<file path="src/rtl/match_log_defs_pkg.sv">
`default_nettype none
// ============================================================================
//  Module      : match_log_defs (package)
//  Description : Shared defaults for the match event logger and the pulse
//                width contract of the upstream 1101 sequence detector.
//  Revision    : 1.0  initial release
// ============================================================================
package match_log_defs;

    // Default timestamp counter width
    localparam int TS_W_DEF      = 16;
    // Default FIFO depth (power of two, >= 2)
    localparam int DEPTH_DEF     = 4;
    // Default saturating match counter width
    localparam int CNT_W_DEF     = 8;
    // The detector's match output is high for exactly one cycle per match
    localparam int MATCH_PULSE_W = 1;

endpackage
`default_nettype wire

</file>
<file path="src/rtl/match_event_logger_sync_fifo.sv">
`default_nettype none
// ============================================================================
//  Module      : sync_fifo
//  Description : Single-clock first-word fall-through FIFO. Occupancy is
//                tracked in a level counter; pointers wrap naturally.
//                A push into a full FIFO is accepted when a pop occurs in
//                the same cycle.
//  Revision    : 1.0  initial release
// ============================================================================
module sync_fifo
    import match_log_defs::*;
#(
    parameter int WIDTH = TS_W_DEF,
    parameter int DEPTH = DEPTH_DEF
) (
    input  logic                       clk,
    input  logic                       rst,
    input  logic                       flush,
    input  logic                       push,
    input  logic                       pop,
    input  logic [WIDTH-1:0]           din,
    output logic [WIDTH-1:0]           dout,
    output logic                       valid,
    output logic [$clog2(DEPTH):0]     level
);

    localparam int c_PTR_W = $clog2(DEPTH);
    localparam int c_LVL_W = c_PTR_W + 1;
    localparam logic [c_LVL_W-1:0] c_DEPTH_L = c_LVL_W'(DEPTH);

    logic [WIDTH-1:0]   mem_q [DEPTH];
    logic [WIDTH-1:0]   mem_d [DEPTH];
    logic [c_PTR_W-1:0] rd_ptr_q, rd_ptr_d;
    logic [c_PTR_W-1:0] wr_ptr_q, wr_ptr_d;
    logic [c_LVL_W-1:0] level_q, level_d;
    logic               w_pop_eff;
    logic               w_push_eff;

    // Next-state: flush wins; otherwise accept pop when non-empty and push
    // when there is room (room may come from a same-cycle pop).
    always_comb begin
        mem_d      = mem_q;
        rd_ptr_d   = rd_ptr_q;
        wr_ptr_d   = wr_ptr_q;
        level_d    = level_q;
        w_pop_eff  = pop && (level_q != '0);
        w_push_eff = push && ((level_q != c_DEPTH_L) || w_pop_eff);
        if (flush) begin
            rd_ptr_d = '0;
            wr_ptr_d = '0;
            level_d  = '0;
        end else begin
            if (w_push_eff) begin
                mem_d[wr_ptr_q] = din;
                wr_ptr_d        = wr_ptr_q + 1'b1;
            end
            if (w_pop_eff) begin
                rd_ptr_d = rd_ptr_q + 1'b1;
            end
            if (w_push_eff && !w_pop_eff) begin
                level_d = level_q + 1'b1;
            end else if (w_pop_eff && !w_push_eff) begin
                level_d = level_q - 1'b1;
            end
        end
    end

    // State registers, cleared asynchronously
    always_ff @(posedge clk or negedge rst) begin
        if (!rst) begin
            for (int i = 0; i < DEPTH; i++) begin
                mem_q[i] <= '0;
            end
            rd_ptr_q <= '0;
            wr_ptr_q <= '0;
            level_q  <= '0;
        end else begin
            mem_q    <= mem_d;
            rd_ptr_q <= rd_ptr_d;
            wr_ptr_q <= wr_ptr_d;
            level_q  <= level_d;
        end
    end

    assign valid = (level_q != '0);
    assign dout  = valid ? mem_q[rd_ptr_q] : '0;
    assign level = level_q;

endmodule
`default_nettype wire

</file>
<file path="src/rtl/match_event_logger.sv">
`default_nettype none
// ============================================================================
//  Module      : match_event_logger
//  Description : Time-stamps each one-cycle match pulse with a free-running
//                cycle counter, queues timestamps in a FWFT FIFO for a
//                valid/ready reader, and keeps a saturating match count plus
//                a sticky overflow flag for dropped matches.
//  Revision    : 1.0  initial release
// ============================================================================
module match_event_logger
    import match_log_defs::*;
#(
    parameter int TS_W  = TS_W_DEF,
    parameter int DEPTH = DEPTH_DEF,
    parameter int CNT_W = CNT_W_DEF
) (
    input  logic                       clk,
    input  logic                       rst,
    input  logic                       en,
    input  logic                       clr,
    input  logic                       match_in,
    output logic                       out_valid,
    input  logic                       out_ready,
    output logic [TS_W-1:0]            out_ts,
    output logic [CNT_W-1:0]           count,
    output logic                       overflow,
    output logic [$clog2(DEPTH):0]     level
);

    localparam int c_LVL_W = $clog2(DEPTH) + 1;
    localparam logic [c_LVL_W-1:0] c_DEPTH_L = c_LVL_W'(DEPTH);

    logic [TS_W-1:0]  ts_q, ts_d;
    logic [CNT_W-1:0] count_q, count_d;
    logic             overflow_q, overflow_d;
    logic             w_capture;
    logic             w_pop;
    logic             w_drop;
    logic             w_valid;
    logic [c_LVL_W-1:0] w_level;

    // Clear suppresses capture and pop; a capture is dropped only when the
    // FIFO is full and no pop frees a slot in the same cycle.
    always_comb begin
        w_capture = en && match_in && !clr;
        w_pop     = w_valid && out_ready && !clr;
        w_drop    = w_capture && (w_level == c_DEPTH_L) && !w_pop;
    end

    // Timestamp, saturating count and sticky overflow next-state
    always_comb begin
        ts_d       = ts_q;
        count_d    = count_q;
        overflow_d = overflow_q;
        if (clr) begin
            ts_d       = '0;
            count_d    = '0;
            overflow_d = 1'b0;
        end else begin
            if (en) begin
                ts_d = ts_q + 1'b1;
            end
            if (w_capture && (count_q != '1)) begin
                count_d = count_q + 1'b1;
            end
            if (w_drop) begin
                overflow_d = 1'b1;
            end
        end
    end

    // State registers, cleared asynchronously
    always_ff @(posedge clk or negedge rst) begin
        if (!rst) begin
            ts_q       <= '0;
            count_q    <= '0;
            overflow_q <= 1'b0;
        end else begin
            ts_q       <= ts_d;
            count_q    <= count_d;
            overflow_q <= overflow_d;
        end
    end

    sync_fifo #(
        .WIDTH (TS_W),
        .DEPTH (DEPTH)
    ) u_fifo (
        .clk   (clk),
        .rst   (rst),
        .flush (clr),
        .push  (w_capture),
        .pop   (w_pop),
        .din   (ts_q),
        .dout  (out_ts),
        .valid (w_valid),
        .level (w_level)
    );

    assign out_valid = w_valid;
    assign level     = w_level;
    assign count     = count_q;
    assign overflow  = overflow_q;

endmodule
`default_nettype wire
</file>
<file path="config.mk">
export PLATFORM = sky130hd
export DESIGN_NAME = match_event_logger
export DESIGN_NICKNAME = d
export VERILOG_FILES = /design/src/rtl/match_log_defs_pkg.sv /design/src/rtl/match_event_logger_sync_fifo.sv /design/src/rtl/match_event_logger.sv
export SDC_FILE = /design/constraint.sdc
export NUM_CORES = 1
export LEC_CHECK = 0
export CAP_MARGIN = 20
export CORE_UTILIZATION = 35
export DETAILED_ROUTE_END_ITERATION = 6
export GPL_TIMING_DRIVEN = 1
export PLACE_DENSITY = 0.62
export SLEW_MARGIN = 20
export SYNTH_ARGS = -nofsm -noshare
export SYNTH_HDL_FRONTEND = slang
export SYNTH_SLANG_ARGS = --single-unit
</file>
<file path="constraint.sdc">
create_clock -name clk -period 3 [get_ports clk]
set_clock_uncertainty 0.2 [all_clocks]
set_input_delay 0.6 -clock clk [delete_from_list [all_inputs] [get_ports clk]]
set_output_delay 0.6 -clock clk [all_outputs]
set_load 0.01 [all_outputs]
</file>
==> flow_metrics.py <==
metrics = {
    "grt": {
        "grt_max_degree": 97,
        "grt_first_pass_wirelength_um": 16200,
        "grt_use_met2_pct": 22.6,
        "grt_pass1_vias": 3124,
        "grt_antenna_before_repair": 0,
        "globalRouteMet1Util_pct": 19.2,
        "grt_overflow": 0,
        "grt_use_met3_pct": 4.20,
        "busiest_layer": "met2",
        "grt.total_usage_pct": 14.4,
    },
    "final_layout": {
        "antenna_cells": 0,
        "nFillCells": 1235,
        "final_nets": 417,
        "multi_input_area_um2": 2320,
        "regArea_um2": 2400,
        "area_growth_pct": 16.5,
        "drive_above_1_share_pct": 31.1,
    },
    "power_and_ir_drop": {
        "power_switching_uw": 817,
        "finalPower_mw": 3.05,
        "vdd_drop_max_v": 0.000261,
        "switching_share_pct": 26.8,
        "p_leak_nw": 2.74,
        "clkPwrFrac_pct": 37.3,
        "seqPwrFrac_pct": 45.2,
        "pwr-share-comb_pct": 17.6,
        "power.density_nw_per_um2": 531,
        "p_int_mw": 2.23,
    },
    "clock_network": {
        "cts_made_buffers": 9,
        "clk_pin_slew_ns": 0.07,
        "cts_setup_buffers": 0,
        "cts_buffer_depth": 2,
        "ctsHtreeMaxLevel": 3,
        "hold_buffers": 0,
        "clock-sinks": 96,
        "clockRootBuffer": "clkbuf_16",
        "clk_latency_ns": 0.34,
        "cts_tree": "yes",
    },
    "sta": {
        "max-slew-margin-rel_pct": 65.0,
        "max_freq_mhz": 343,
        "finalMaxSlewViolations": 0,
        "hold_viol": 0,
        "worst_slew_pin_slew_ns": 0.526,
        "fin_tns_setup_ns": 0,
        "min_period_over_period_pct": 97.2,
        "min_period_ns": 2.91,
        "rsz0062_at_grt": "false",
        "setup_viol": 0,
        "hold-worst-slack_ns": 0.0900,
    },
    "synthesis": {
        "synth_top_flop_cell": "dfrtp_1",
        "seq_area_frac_synth_pct": 48.7,
        "synthesis.nets": 380,
        "postSynthCellCount": 367,
        "synth_edf_count": 0,
        "synthArstFlopShare_pct": 100,
        "synth_warnings": 0,
        "syn_area_per_cell_um2": 13.4,
        "ys_ff_latch": 96,
        "synthDistinctLibCells": 49,
        "syn_area_um2": 4930,
    },
    "critical_path": {
        "worst-path-buf-inv": 2,
        "path_delay_family": "buffers and inverters",
        "critPathCaptureType": "output pin",
        "arrival_ns": 2.11,
        "crit_slowest_cell": "mux4_2",
        "crit_path_cell_trace": "buf_12 -> mux4_2 -> and2_1 -> clkdlybuf4s50_1",
        "cp-start-kind": "flop",
        "worstPathMaxFanout": 9,
        "crit_type": "flop to output pin",
        "cp.required_ns": 2.20,
        "r2r_cells": 7,
        "slowest_delay_ns": 0.51,
        "cp.depth": 4,
    },
    "route": {
        "drc": 0,
        "drt_iter0_drc": 146,
        "num_vias": 2977,
        "dr.pass1.iters": 4,
        "routed_via_density": 5.09,
        "routed_wl_um": 9750,
        "ant_nets": 0,
        "wire_per_inst_um": 16.7,
    },
    "floorplanning": {
        "start_util_pct": 36.5,
        "rows": 42,
        "die_w_um": 121,
        "io_pins": 35,
        "die_h_um": 121,
        "die-area_um2": 14600,
        "design.core.area_um2": 13500,
    },
    "placement": {
        "gp_congestion": 0.774,
        "portBuffers": 34,
        "dp_hpwl_um": 6230,
    },
    "job": {
        "drv_cap": 0,
    },
    "run_status": {
        "status": "complete, no violations",
    },
    "hold_path": {
        "hp-class": "input port to async pin",
    },
}
path summary, 6_finish.rpt:
path | startpoint | endpoint | slack [ns]
max | u_fifo.rd_ptr_q[0] | out_ts[10] | 0.09
min | rst | count[7] | 0.09
max reg2reg | u_fifo.level[0] | u_fifo.level[2] | 0.62
min reg2reg | u_fifo.mem_q[2] | u_fifo.mem_q[2] | 0.30
max in group asynchronous | rst | u_fifo.rd_ptr_q[0] | 2.09
min in group clk | u_fifo.mem_q[2] | u_fifo.mem_q[2] | 0.30
logic make-up (layout without fill, tap and decap cells):
family / after synthesis / count (layout) / synth area share (%)
AO/OA/AOI/OAI: 29 / 29 / 4.11
XOR/XNOR: 17 / 17 / 3.02
adder cells (fa/ha/maj): 7 / 7 / 1.93
buffers and inverters: 31 / 73 / 4.14
flip-flops: 96 / 96 / 48.7
multiplexers: 85 / 85 / 26.0
AND/OR/NAND/NOR: 102 / 102 / 12.0
power by group through the flow:
stage | Sequential [mW] | Combinational (mW) | Clock [mW]
after floorplan | 1.40 | 0.316 | 0
after global placement | 1.40 | 0.536 | 0
after detailed placement | 1.40 | 0.545 | 0
after CTS | 1.38 | 0.548 | 1.17
after global routing | 1.38 | 0.588 | 1.21
final | 1.38 | 0.536 | 1.14
stage by stage:
stage / instances / utilization, % / setup WS, ns / instance area, um2
after floorplan: 367 / - / 0.598 / 4930
after global placement: 569 / 40.3 / 0.180 / 5450
after detailed placement: 569 / 40.3 / 0.148 / 5450
after global routing: 585 / 42.5 / 0.00734 / 5740
after CTS: 585 / 42.5 / 0.0104 / 5740
final: 585 / 42.5 / 0.0851 / 5740
area by class of cell:
class                   instances  area share [%]
multi-input cells             240            40.4
flip-flops and latches         96            41.9
well taps                     176            3.84
clock inverters                 6            1.02
inverters                       9           0.588
repair buffers                 48            8.26
clock buffers                  10            3.99
layer usage:
metal  routed length (um)  up-vias
li1                     -     1379
met1                 4680     1536
met2                 4610       54
met3                  375        8
met4                   85        0
met5                    0        -
worst reg2reg max path, cell delays in order (launching register included):
cell and delay, ns:
dfrtp_1 0.38, buf_4 0.17, nor2_1 0.21, a211oi_1 0.14, fa_1 0.43, or3_1 0.39
a211o_2 0.31, o211ai_1 0.08
placed cells by master, fill, tap and decap left out, types with 2 or more instances in the layout:
cell type / count
dfrtp_1: 95
mux2_4: 40
clkdlybuf4s50_1: 32
nor2_1: 30
mux2_2: 26
mux4_2: 16
and2_1: 16
nand2_1: 14
buf_4: 12
inv_1: 9
xnor2_1: 9
nand3_1: 9
clkbuf_16: 9
xor2_1: 8
a21oi_1: 6
ha_1: 6
nand4_1: 5
nor4_1: 5
o21ai_0: 5
or3_1: 4
nand2_4: 4
nor3_1: 4
clkinv_2: 4
mux2i_1: 3
o211ai_1: 3
o21a_1: 2
nand4_2: 2
o211a_1: 2
a31o_2: 2
nor2b_1: 2
a31oi_1: 2
buf_12: 2
registers in the layout, indices dropped and copies added, names as in the netlist:
signal	flops
u_fifo.level	3
overflow	1
count	8
u_fifo.mem_q	64
u_fifo.wr_ptr_q	2
u_fifo.rd_ptr_q	2
ts_q	16
what timing repair did:
item,CTS,global route
endpoints found under the hold margin,0,0
gates resized for setup,1,2
gates cloned,0,0
pin swaps,0,0
endpoints found under the setup margin,11,6
Yosys cell counts, types with 6 or more instances:
| master | n | area share [%] |
|---|---|---|
| nand2_1 | 14 | 1.1 |
| and2_1 | 16 | 2.0 |
| dfrtp_1 | 96 | 49 |
| xnor2_1 | 9 | 1.6 |
| mux2_2 | 26 | 5.9 |
| nor2_1 | 30 | 2.3 |
| inv_1 | 9 | 0.69 |
| xor2_1 | 8 | 1.4 |
| ha_1 | 6 | 1.5 |
| nand3_1 | 9 | 0.91 |
| clkbuf_1 | 7 | 0.53 |
| mux2_4 | 40 | 12 |
| a21oi_1 | 6 | 0.61 |
| mux4_2 | 16 | 7.3 |
No activity file was read; power rests on OpenSTA's default activity.
